### config.mk
export PLATFORM = sky130hd
export DESIGN_NAME = reg_scoreboard
export DESIGN_NICKNAME = d
export VERILOG_FILES = /design/src/rtl/reg_scoreboard_pkg.sv /design/src/rtl/reg_scoreboard_entry.sv /design/src/rtl/reg_scoreboard.sv
export SDC_FILE = /design/constraint.sdc
export NUM_CORES = 1
export LEC_CHECK = 0
export BUFFER_PORTS_ARGS = -buffer_cell sky130_fd_sc_hd__buf_2
export CAP_MARGIN = 20
export CORE_ASPECT_RATIO = 0.6
export CORE_MARGIN = 2
export CORE_UTILIZATION = 38
export CTS_CLUSTER_DIAMETER = 100
export CTS_CLUSTER_SIZE = 30
export DETAILED_ROUTE_END_ITERATION = 12
export SLEW_MARGIN = 20
export SYNTH_ARGS = -nofsm -noshare
export SYNTH_HDL_FRONTEND = slang
export SYNTH_SLANG_ARGS = --single-unit
### constraint.sdc
create_clock -name clk -period 4.6 [get_ports clk]
set_input_delay 0.69 -clock clk [delete_from_list [all_inputs] [get_ports clk]]
set_output_delay 0.69 -clock clk [all_outputs]
set_load 0.03 [all_outputs]
### src/rtl/reg_scoreboard_pkg.sv
// Shared scoreboard constants: unit tags and register index width.
// Imported by the entry flop and the scoreboard top.
package scoreboard_pkg;

  localparam int UNIT_W = 2;
  localparam int REG_W  = 5;

  localparam logic [UNIT_W-1:0] UNIT_NONE = 2'd0;
  localparam logic [UNIT_W-1:0] UNIT_LSU  = 2'd1;
  localparam logic [UNIT_W-1:0] UNIT_MUL  = 2'd2;
  localparam logic [UNIT_W-1:0] UNIT_DIV  = 2'd3;

endpackage

### src/rtl/reg_scoreboard_entry.sv
// One tracked register: busy flag plus the unit that owns the write.
// A set in the same cycle as a clear wins.
module sb_entry #(
  parameter int W = 2
) (
  input  logic         clk,
  input  logic         rst,
  input  logic         set_i,
  input  logic         clr_i,
  input  logic [W-1:0] unit_i,
  output logic         busy_o,
  output logic [W-1:0] owner_o
);
  import scoreboard_pkg::*;

  logic         busy_q, busy_d;
  logic [W-1:0] owner_q, owner_d;

  // Next state: issue overrides a same-cycle writeback clear.
  always_comb begin
    busy_d  = busy_q;
    owner_d = owner_q;
    if (set_i) begin
      busy_d  = 1'b1;
      owner_d = unit_i;
    end else if (clr_i) begin
      busy_d  = 1'b0;
    end
  end

  // Busy/owner register with synchronous reset.
  always_ff @(posedge clk) begin
    if (rst) begin
      busy_q  <= 1'b0;
      owner_q <= '0;
    end else begin
      busy_q  <= busy_d;
      owner_q <= owner_d;
    end
  end

  assign busy_o  = busy_q;
  assign owner_o = owner_q;

endmodule

### src/rtl/reg_scoreboard.sv
// Long-latency write scoreboard: RAW/WAW stall against pending
// LSU/MUL/DIV destinations, with tagged writeback release.
module reg_scoreboard #(
  parameter int NUM_REGS  = 32,
  parameter int UNIT_W    = 2,
  parameter int WB_BYPASS = 1
) (
  input  logic              clk,
  input  logic              rst,
  input  logic              ID_valid,
  input  logic [4:0]        ID_rs1,
  input  logic [4:0]        ID_rs2,
  input  logic              ID_use_rs1,
  input  logic              ID_use_rs2,
  input  logic [4:0]        ID_rd,
  input  logic              ID_long_op,
  input  logic [UNIT_W-1:0] ID_unit,
  input  logic              ID_Flush_ext,
  input  logic              WB_valid,
  input  logic [4:0]        WB_rd,
  input  logic [UNIT_W-1:0] WB_unit,
  output logic              PCWrite,
  output logic              IF_IDWrite,
  output logic              ID_Flush_hazard,
  output logic [5:0]        pending_cnt,
  output logic [31:0]       stall_cycles
);
  import scoreboard_pkg::*;

  localparam logic BYP = (WB_BYPASS != 0);

  logic [NUM_REGS-1:0]             busy;
  logic [NUM_REGS-1:0][UNIT_W-1:0] owner;
  logic [NUM_REGS-1:0]             wb_hit;
  logic [NUM_REGS-1:0]             bview;
  logic [NUM_REGS-1:0]             clr;
  logic [NUM_REGS-1:0]             set;

  logic raw, waw, hazard, issue, dec;

  logic [5:0]  pend_q, pend_d;
  logic [31:0] stall_q, stall_d;

  assign busy[0]  = 1'b0;
  assign owner[0] = '0;
  assign set[0]   = 1'b0;

  genvar r;
  generate
    for (r = 1; r < NUM_REGS; r++) begin : g_ent
      assign set[r] = issue && (ID_rd == REG_W'(r));
      sb_entry #(.W(UNIT_W)) u_ent (
        .clk     (clk),
        .rst     (rst),
        .set_i   (set[r]),
        .clr_i   (clr[r]),
        .unit_i  (ID_unit),
        .busy_o  (busy[r]),
        .owner_o (owner[r])
      );
    end
  endgenerate

  // Writeback match per register and the bypass-adjusted busy view.
  always_comb begin
    wb_hit = '0;
    clr    = '0;
    bview  = '0;
    for (int i = 1; i < NUM_REGS; i++) begin
      wb_hit[i] = WB_valid && (WB_rd == REG_W'(i))
                  && (WB_unit == owner[i]);
      clr[i]    = busy[i] & wb_hit[i];
      bview[i]  = busy[i] & ~(BYP & wb_hit[i]);
    end
  end

  // Hazard compare; an external flush suppresses the stall.
  always_comb begin
    raw    = ID_valid & ((ID_use_rs1 & bview[ID_rs1])
                       | (ID_use_rs2 & bview[ID_rs2]));
    waw    = ID_valid & ID_long_op & bview[ID_rd];
    hazard = (raw | waw) & ~ID_Flush_ext;
    issue  = ID_valid & ID_long_op & (ID_rd != 5'd0)
             & ~hazard & ~ID_Flush_ext;
    dec    = |clr;
  end

  // Counter next state: pending +issue -clear, stall saturating.
  always_comb begin
    pend_d  = pend_q + {5'd0, issue} - {5'd0, dec};
    stall_d = stall_q;
    if (hazard && (stall_q != 32'hFFFF_FFFF)) begin
      stall_d = stall_q + 32'd1;
    end
  end

  // Counter registers.
  always_ff @(posedge clk) begin
    if (rst) begin
      pend_q  <= '0;
      stall_q <= '0;
    end else begin
      pend_q  <= pend_d;
      stall_q <= stall_d;
    end
  end

  assign PCWrite         = ~hazard;
  assign IF_IDWrite      = ~hazard;
  assign ID_Flush_hazard = hazard;
  assign pending_cnt     = pend_q;
  assign stall_cycles    = stall_q;

endmodule

==> metrics, run 1 <==
H-tree Lvls=4; most frequent cells in the layout=dfxtp_1, buf_4, mux2i_1, nand2b_1, buf_2; layout cell share with drive strength beyond 1=between 20% and 30%; Rel. slew slack=between 40% and 50%; Max Cap Violations=0; Via-to-Cell Ratio=between 5 and 6; total die area=0.02215 sq mm; GR Overflow Total=0; Max FO, Critical Path=7; postcts setup bufs=0; sw power=~0.0008 W; drt pass-1 iters=5; crit-path cells=buf_2 -> buf_4 -> or4b_1 -> buf_4 -> o41ai_4 -> nor3_1 -> a2111oi_0 -> o32ai_1 -> a211oi_4 -> nand2_2 -> nor2_1 -> o21ai_1 -> ha_1 -> inv_1 -> ha_2 -> fa_2 -> a21o_1 -> a21oi_2 -> xor2_1 -> nor2_1; power consumption=between 0.002 and 0.003 W; CTS max path bufs=2; wl on met1=13460 um; synthesized area per cell=~9 sq um; switching power share of the total=27.37%; Distinct cells, synth=70; Synth Instances=881; Slew Limit Fails=0; worst hold margin=slightly below 0.5 ns; post_cts resized=0; antenna viol nets, final=0; Max Clock Skew=between 0.01 and 0.015 ns; pin count of the biggest net entering global routing=66; top sig layer=met4; DRC viols=0; Wirelength per Cell=approximately 21 um; Clock transition at path regs=around 0.060 ns; Clk Tree Root Cell=clkbuf_16; final worst slack=0.2781 ns; sequential area share after synthesis=32.96%; met2 WL=9834 um; actual slew at the worst max-slew pin=roughly 0.85 ns; CP max stage delay=0.51 ns; Net count, final=between 1000 and 1500; Num CTS Buffers=17; worst vdd ir=between 0.0002 and 0.0003 V; GR Util All Layers=between 20 and 30%; dpl cells=between 1000 and 1500; Final Critical Period=4.322 ns; synthesized area=0.007956 sq mm; Ys Warns=0; total core area=roughly 0.020 sq mm; R2R depth=17; Max Fclk=0.2314 GHz; clock net sink count=between 100 and 150; met3 routed WL=around 3400 um; Hold Path Depth=2; Comb power frac=13.1%; Seq pwr share=39.5%; CTS Hold Buffers Added=0; Clock Latency Late Sink=~0.43 ns; initial antenna violation count=0; vias in the first global route=between 6000 and 7000; clock share of power=approximately 47%; Finished Layout Cells=around 1300; commonest non-fill, non-tap cell in the layout=dfxtp_1; Pleak=roughly 4.3 nW; die height=~120 um; area grow syn2layout=23.89%; # setup viols final=0; Starting DRT DRC Count=roughly 750; syn nets=~900; PortBufs=between 70 and 80; CP startpoint kind=input pin; Worst Hold End=g_ent[21].u_ent.owner_o[1]; reg2reg end=pending_cnt[4]; detailed placement HPWL=about 21000 um; pwr/cell area=295.9 mW/mm^2; worst path arrival time=roughly 4.6 ns; worst min-delay path class=flip-flop to flip-flop; Ports=73; slowest CP cell=or4b_1; Reg-to-Reg Start=g_ent[9].u_ent.owner_o[0]; chip width=about 190 um; Reg2Reg Setup Slack=roughly 0.64 ns; final hold viol count=0; row cnt=40; Int Pwr=roughly 0.0021 W; beginning of the worst hold path=g_ent[21].u_ent.owner_o[1]; DR vias=7538; Top delay family on crit path=compound AO/OA/AOI/OAI gates; Worst Setup End Kind=flip-flop; gp weighted congestion=1.056; CP Data Required Time=slightly below 5 ns; critical path type=input pin to flip-flop; outcome=completed; Post-synth EDFFs=0; CP bufs+invs=4; asr flop ratio synth=0%; Diodes inserted=0; dpl ws=-0.07675 ns; RSZ-0062 raised after global routing=no; Synth Flop Type=dfxtp_1; CTS tree=built; Starting Density=around two fifths; Tcrit/Tclk final=93.95%; FF+latch count, synth=roughly 130; final WL=roughly 27000 um; first-pass GRT wire length=a little over 40000 um
per-stage QoR:
step,setup TNS (ns),cell area (sq um),utilization [%]
finish,0,9857,48.63
detailed placement,-0.09016,9261,45.69
global route,0,9857,48.63
CTS,0,9857,48.63
global placement,-0.06566,9261,45.69
floorplan,-0.04290,8035,-
kinds of logic after synthesis:
family,after synthesis,share of synthesized area [%]
AND/OR/NAND/NOR,327,23.68
AO/OA/AOI/OAI,162,16.78
flip-flops,131,32.96
multiplexers,94,12.23
buffers and inverters,82,4.513
XOR/XNOR,77,8.476
adder cells (fa/ha/maj),8,1.352
worst register-to-register path, delay by kind of cell (launching register included):
kind                       cells  cell delay [ns]
AOI/OAI and AO/OA              7             1.87
and+or+nand+nor                3             0.21
buffers and inverters          1             0.04
xor gates and xnor gates       2             0.38
adders and majority gates      3             0.84
muxes                          1             0.18
DFF                            1             0.33
synth_stat cells (all sizes together), types with 8 or more instances:
cell / count / share of area, %
a21oi: 41 / 2.6
nor4: 33 / 2.7
or3: 10 / 0.79
a211oi: 10 / 1.2
nand2b: 76 / 6.0
nand3: 32 / 2.6
a22oi: 13 / 1.2
xnor2: 13 / 1.4
nor2: 63 / 3.0
mux2: 16 / 2.3
nor3: 10 / 0.63
mux2i: 77 / 9.7
inv: 17 / 0.80
buf: 25 / 1.8
nor2b: 25 / 2.0
xor2: 64 / 7.0
nand4: 24 / 1.9
o41ai: 39 / 5.0
dfxtp: 131 / 33
clkbuf: 40 / 1.9
and3: 8 / 0.63
nand2: 25 / 1.2
layout make-up:
cell class / count / area [sq um]
fillers: 1936 / 10410
multi-input cells: 668 / 5037
flip-flops and latches: 131 / 2623
repair buffers: 173 / 1196
clock buffers: 20 / 466.7
well taps: 273 / 341.6
clock inverters: 12 / 128.9
inverters: 17 / 63.81
sequential cells by signal, indices dropped and copies added (netlist names):
signal / cells
g_ent.u_ent.owner_o: 62
stall_cycles: 32
g_ent.u_ent.busy_o: 31
pending_cnt: 6
worst max path at each step:
stage | slack, ns | depth (start not counted) | end | from
after floorplan | -0.04 | 21 | pending_cnt[4] | WB_rd[0]
after global placement | -0.07 | 20 | pending_cnt[4] | WB_rd[1]
after detailed placement | -0.08 | 20 | pending_cnt[4] | WB_rd[1]
after CTS | 0.36 | 20 | pending_cnt[4] | WB_rd[1]
after global routing | 0.005 | 20 | pending_cnt[4] | WB_rd[1]
final | 0.28 | 20 | pending_cnt[4] | WB_rd[1]
routing by layer:
metal / GRT usage (%) / up-vias
met2: 31.74 / 369
met5: 0 / -
met3: 10.30 / 34
li1: - / 3519
met1: 37.75 / 3616
met4: 6.408 / 0
power groups by stage:
stage,clock [W],combinational (W),sequential [W]
final,0.00138,0.000381,0.00115
after global routing,0.00146,0.000405,0.00115
after CTS,0.00140,0.000372,0.00115
after detailed placement,0,0.000371,0.00118
after global placement,0,0.000371,0.00118
after floorplan,0,0.000225,0.00119
Power figures use the tool's default switching activity.
==> inputs of run 2 (changes only) <==
==> constraint.sdc (replaced) <==
create_clock -name clk -period 4.4 [get_ports clk]
set_input_delay 0.66 -clock clk [delete_from_list [all_inputs] [get_ports clk]]
set_output_delay 0.66 -clock clk [all_outputs]
set_load 0.03 [all_outputs]
==> metrics, run 2 (synthesis results as in run 1) <==
final worst slack=0.09650 ns; Final Cell Area=between 0.01 and 0.015 sq mm; vias in the first global route=7186; critical path type=input pin to flip-flop; Final Critical Period=4.303 ns; worst path arrival time=between 4 and 5 ns; Diodes inserted=0; Wirelength per Cell=about 21 um; Max Cap Violations=0; total core area=roughly 0.020 sq mm; # setup viols final=0; pin count of the biggest net entering global routing=between 70 and 80; PortBufs=72; initial antenna violation count=0; CP startpoint kind=input pin; Clock Latency Late Sink=approximately 0.44 ns; Clock transition at path regs=0.06 ns; Sequential cell area=approximately 0.0026 sq mm; setup total negative slack=0 ns; layout cell share with drive strength beyond 1=~28%; max reg flops=62; final WL=~28000 um; Max FO, Critical Path=8; worst vdd ir=about 0.00026 V; row cnt=40; Filler cells=approximately 1900; CTS Hold Buffers Added=0; worst hold margin=about 0.5 ns; worst min-delay path class=flip-flop to flip-flop; power consumption=between 0.003 and 0.004 W; Via-to-Cell Ratio=between 5 and 6; chip width=between 150 and 200 um; GR Util All Layers=roughly a quarter; Worst Setup End Kind=flip-flop; CTS tree=built; actual slew at the worst max-slew pin=0.9012 ns; drt pass-1 iters=5; gp weighted congestion=slightly below 1; RSZ-0062 raised after global routing=yes; clock net sink count=131; GR Overflow Total=0; antenna viol nets, final=0; outcome=completed; Starting DRT DRC Count=~770; Slew Limit Fails=0; Starting Density=about two fifths; Tcrit/Tclk final=slightly below 100%; CTS max path bufs=2; commonest non-fill, non-tap cell in the layout=buf_4; Ports=73; dpl ws=-0.1940 ns; die height=approximately 120 um; total die area=between 0.02 and 0.025 sq mm; Rel. slew slack=~40%; most frequent cells in the layout=buf_4, dfxtp_1, mux2i_1, nand2b_1, buf_2; Max Fclk=roughly 0.23 GHz; Max Clock Skew=around 0.012 ns; CP Data Required Time=4.72 ns; first-pass GRT wire length=approximately 43000 um; Multi-input gate area=~0.0051 sq mm; DR vias=approximately 7700; pwr/cell area=a little over 300 mW/mm^2; Num CTS Buffers=17; Pleak=4.442 nW; Clk Tree Root Cell=clkbuf_16; DRC viols=0; area grow syn2layout=28.39%; detailed placement HPWL=between 20000 and 25000 um; Net count, final=between 1000 and 1500; DP Area=0.009507 sq mm; H-tree Lvls=4; final hold viol count=0
==> run 2: cell types whose count changed in the layout (fill, tap and decap cells not counted), moves of 2 or more <==
cell,before,now
buf_4,96,133
buf_2,71,67
clkbuf_1,0,3
buf_12,6,8
clkinv_2,5,3
inv_6,2,0
==> run 2: path summary, 6_finish.rpt <==
check                             startpoint                   endpoint  slack [ns]  cells past startpoint
hold reg to reg    g_ent[1].u_ent.owner_o[0]  g_ent[1].u_ent.owner_o[0]        0.49                      2
setup reg to reg  g_ent[14].u_ent.owner_o[0]             pending_cnt[4]        0.50                     18
setup / recovery                    WB_rd[4]             pending_cnt[4]         0.1                     20
hold / removal     g_ent[1].u_ent.owner_o[0]  g_ent[1].u_ent.owner_o[0]        0.49                      2
==> run 2: per-stage QoR <==
step,std cells,util [%]
floorplan,881,-
global placement,1293,46.90
detailed placement,1293,46.90
CTS,1324,49.83
global route,1330,50.40
finish,1330,50.40
==> run 2: worst max-delay path, cell delays in order <==
cell,delay (ns)
buf_12,0.11
or4b_4,0.53
buf_8,0.14
o41ai_4,0.47
buf_4,0.19
mux2i_1,0.07
o311ai_2,0.29
o22ai_2,0.16
a211oi_4,0.36
nand2_2,0.09
nor2_1,0.10
o21ai_1,0.07
ha_1,0.29
inv_2,0.05
ha_4,0.15
fa_2,0.34
a21o_1,0.18
a21oi_2,0.14
xor2_1,0.16
nor2_1,0.07
==> run 2: per-layer routing <==
layer	share of wire [%]	GRT usage (%)	up-vias
met2	37	33.55	359
met4	0.91	5.323	0
met5	0	0	-
li1	-	-	3590
met1	51	39.94	3692
met3	11	9.782	19
==> run 2: layout make-up <==
| type | instances | share of cell area [%] |
|---|---|---|
| clock buffers | 22 | 4.544 |
| repair buffers | 210 | 14.88 |
| multi-input cells | 668 | 49.66 |
| flip-flops and latches | 131 | 25.67 |
| clock inverters | 9 | 1.274 |
| well taps | 273 | 3.344 |
| inverters | 17 | 0.6247 |
==> run 2: what timing repair did <==
item	4_1_cts	5_1_grt
setup buffers	0	6
setup endpoints to repair	0	1
resized for setup	0	21
==> run 2: power by group <==
| group | switching (W) | internal (W) | total, W |
|---|---|---|---|
| clock | 0.000548 | 0.000916 | 0.00146 |
| sequential | 0.00000908 | 0.00120 | 0.00121 |
| combinational | 0.000265 | 0.000149 | 0.000414 |
==> inputs of run 3 (changes only) <==
--- a/config.mk
+++ b/config.mk
@@ -13,6 +13,7 @@
 export CTS_CLUSTER_DIAMETER = 100
 export CTS_CLUSTER_SIZE = 30
 export DETAILED_ROUTE_END_ITERATION = 12
+export SETUP_SLACK_MARGIN = 0.1
 export SLEW_MARGIN = 20
 export SYNTH_ARGS = -nofsm -noshare
 export SYNTH_HDL_FRONTEND = slang
==> metrics, run 3 (synthesis results as in run 1) <==
Clock Latency Late Sink=between 0.4 and 0.5 ns; total core area=0.02027 sq mm; PortBufs=72; first-pass GRT wire length=43590 um; Max Fclk=~0.24 GHz; Clk Tree Root Cell=clkbuf_16; Pleak=4.488 nW; Via-to-Cell Ratio=~5.7; CP max stage delay=0.44 ns; area grow syn2layout=30.52%; total die area=about 0.022 sq mm; DP Area=0.009567 sq mm; outcome=completed; Clock transition at path regs=about 0.060 ns; Worst Setup End Kind=flip-flop; clock net sink count=about 130; final WL=28540 um; CP Data Required Time=roughly 4.7 ns; GR Overflow Total=0; die height=around 120 um; antenna viol nets, final=0; Max Clock Skew=a little over 0.01 ns; slowest CP cell=a2111oi_2; actual slew at the worst max-slew pin=roughly 0.83 ns; worst hold margin=just under 0.5 ns; worst min-delay path class=flip-flop to flip-flop; Diodes inserted=0; detailed placement HPWL=approximately 22000 um; Ports=73; commonest non-fill, non-tap cell in the layout=buf_4; CTS max path bufs=2; Num CTS Buffers=17; DR vias=7667; Max Cap Violations=0; Most common cell on crit path=buf_4; DRC viols=0; pin count of the biggest net entering global routing=between 60 and 70; initial antenna violation count=0; gp weighted congestion=slightly above 1; worst vdd ir=approximately 0.00027 V; CP startpoint kind=input pin; Net count, final=~1100; RSZ-0062 raised after global routing=yes; Slew Limit Fails=0; CTS tree=built; most frequent cells in the layout=buf_4, dfxtp_1, mux2i_1, nand2b_1, buf_2; dpl cells=1301; critical path type=input pin to flip-flop; GR Util All Layers=about a quarter; Finished Layout Cells=roughly 1300; Wirelength per Cell=between 20 and 25 um; pwr/cell area=292.6 mW/mm^2; chip width=around 190 um; Starting Density=39.25%; final hold viol count=0; Max FO, Critical Path=8; vias in the first global route=roughly 7300; H-tree Lvls=4; # setup viols final=0; drt pass-1 iters=6; Final Critical Period=4.185 ns; final core occ=just over 50%; crit-path cells=buf_4 -> buf_4 -> nand4bb_1 -> buf_4 -> o41ai_4 -> mux2i_2 -> a2111oi_2 -> o32ai_2 -> a211oi_4 -> nand2_2 -> nor2_1 -> o21ai_1 -> ha_2 -> inv_2 -> ha_4 -> fa_2 -> a21o_1 -> a21oi_2 -> xor2_1 -> nor2_1; worst path arrival time=4.49 ns; row cnt=40; max reg flops=62; Final Cell Area=0.01039 sq mm; Rel. slew slack=between 40 and 50%; Tcrit/Tclk final=95.12%; Starting DRT DRC Count=730; layout cell share with drive strength beyond 1=around 30%
[run 3: changes by cell type in the layout (fill, tap and decap cells not counted), sizes merged]
cell	delta
bufinv	-2
clkbuf	-1
clkinvlp	+2
buf	+5
inv	+2
[run 3: final cells by class]
type,count,area [sq um]
fill,1945,9884
multi-input combinational,668,5216
clock buffer,21,470.5
tap,273,341.6
clock inverter,11,102.6
timing repair buffer,215,1568
inverter,17,63.81
sequential,131,2623
[run 3: critical path: cells and delay by family]
kind	cells	cell delay, ns
AOI/OAI and AO/OA	7	1.80
and+or+nand+nor	4	0.34
muxes	1	0.16
xor gates and xnor gates	1	0.14
buffers and inverters	4	0.51
adders and majority gates	3	0.87
[run 3: worst paths after layout]
kind / startpoint / endpoint / slack (ns) / cells after the start
worst min-delay path: g_ent[25].u_ent.owner_o[1] / g_ent[25].u_ent.owner_o[1] / 0.49 / 2
worst max-delay path: WB_valid / pending_cnt[4] / 0.21 / 20
worst min register to register: g_ent[25].u_ent.owner_o[1] / g_ent[25].u_ent.owner_o[1] / 0.49 / 2
worst max register to register: g_ent[9].u_ent.owner_o[0] / pending_cnt[4] / 0.50 / 18
[run 3: per-stage QoR]
step / total power, W / setup WS [ns] / TNS, ns
2_1_floorplan: 0.001481 / -0.2129 / -0.3685
3_3_place_gp: 0.001640 / -0.4026 / -1.126
3_5_place_dp: 0.001639 / -0.3906 / -1.006
4_1_cts: 0.003029 / 0.1203 / 0
5_1_grt: 0.003149 / 0.05361 / 0
6_report: 0.003039 / 0.2145 / 0
[run 3: routing by layer]
| metal | wire [um] | track usage (%) | part of all wire (%) | vias to the layer above |
|---|---|---|---|---|
| li1 | - | - | - | 3619 |
| met1 | 14620 | 39.71 | 51 | 3710 |
| met2 | 10520 | 33.84 | 37 | 320 |
| met3 | 3190 | 10.75 | 11 | 18 |
| met4 | 203 | 5.995 | 0.71 | 0 |
| met5 | 0 | 0 | 0 | - |
[run 3: timing repair]
action	4_1_cts	5_1_grt
hold endpoints to repair	0	0
resized for setup	1	43
setup endpoints to repair	1	6
buffers inserted	0	3
hold buffers	0	0
pin swaps	0	3
[run 3: where the power goes]
part	total [W]	switching (W)	leakage, nW	internal (W)
combinational	0.000437	0.000276	3.16	0.000162
clock	0.00140	0.000572	0.276	0.000824
sequential	0.00121	0.00000889	1.06	0.00120
total	0.00304	0.000857	4.49	0.00218
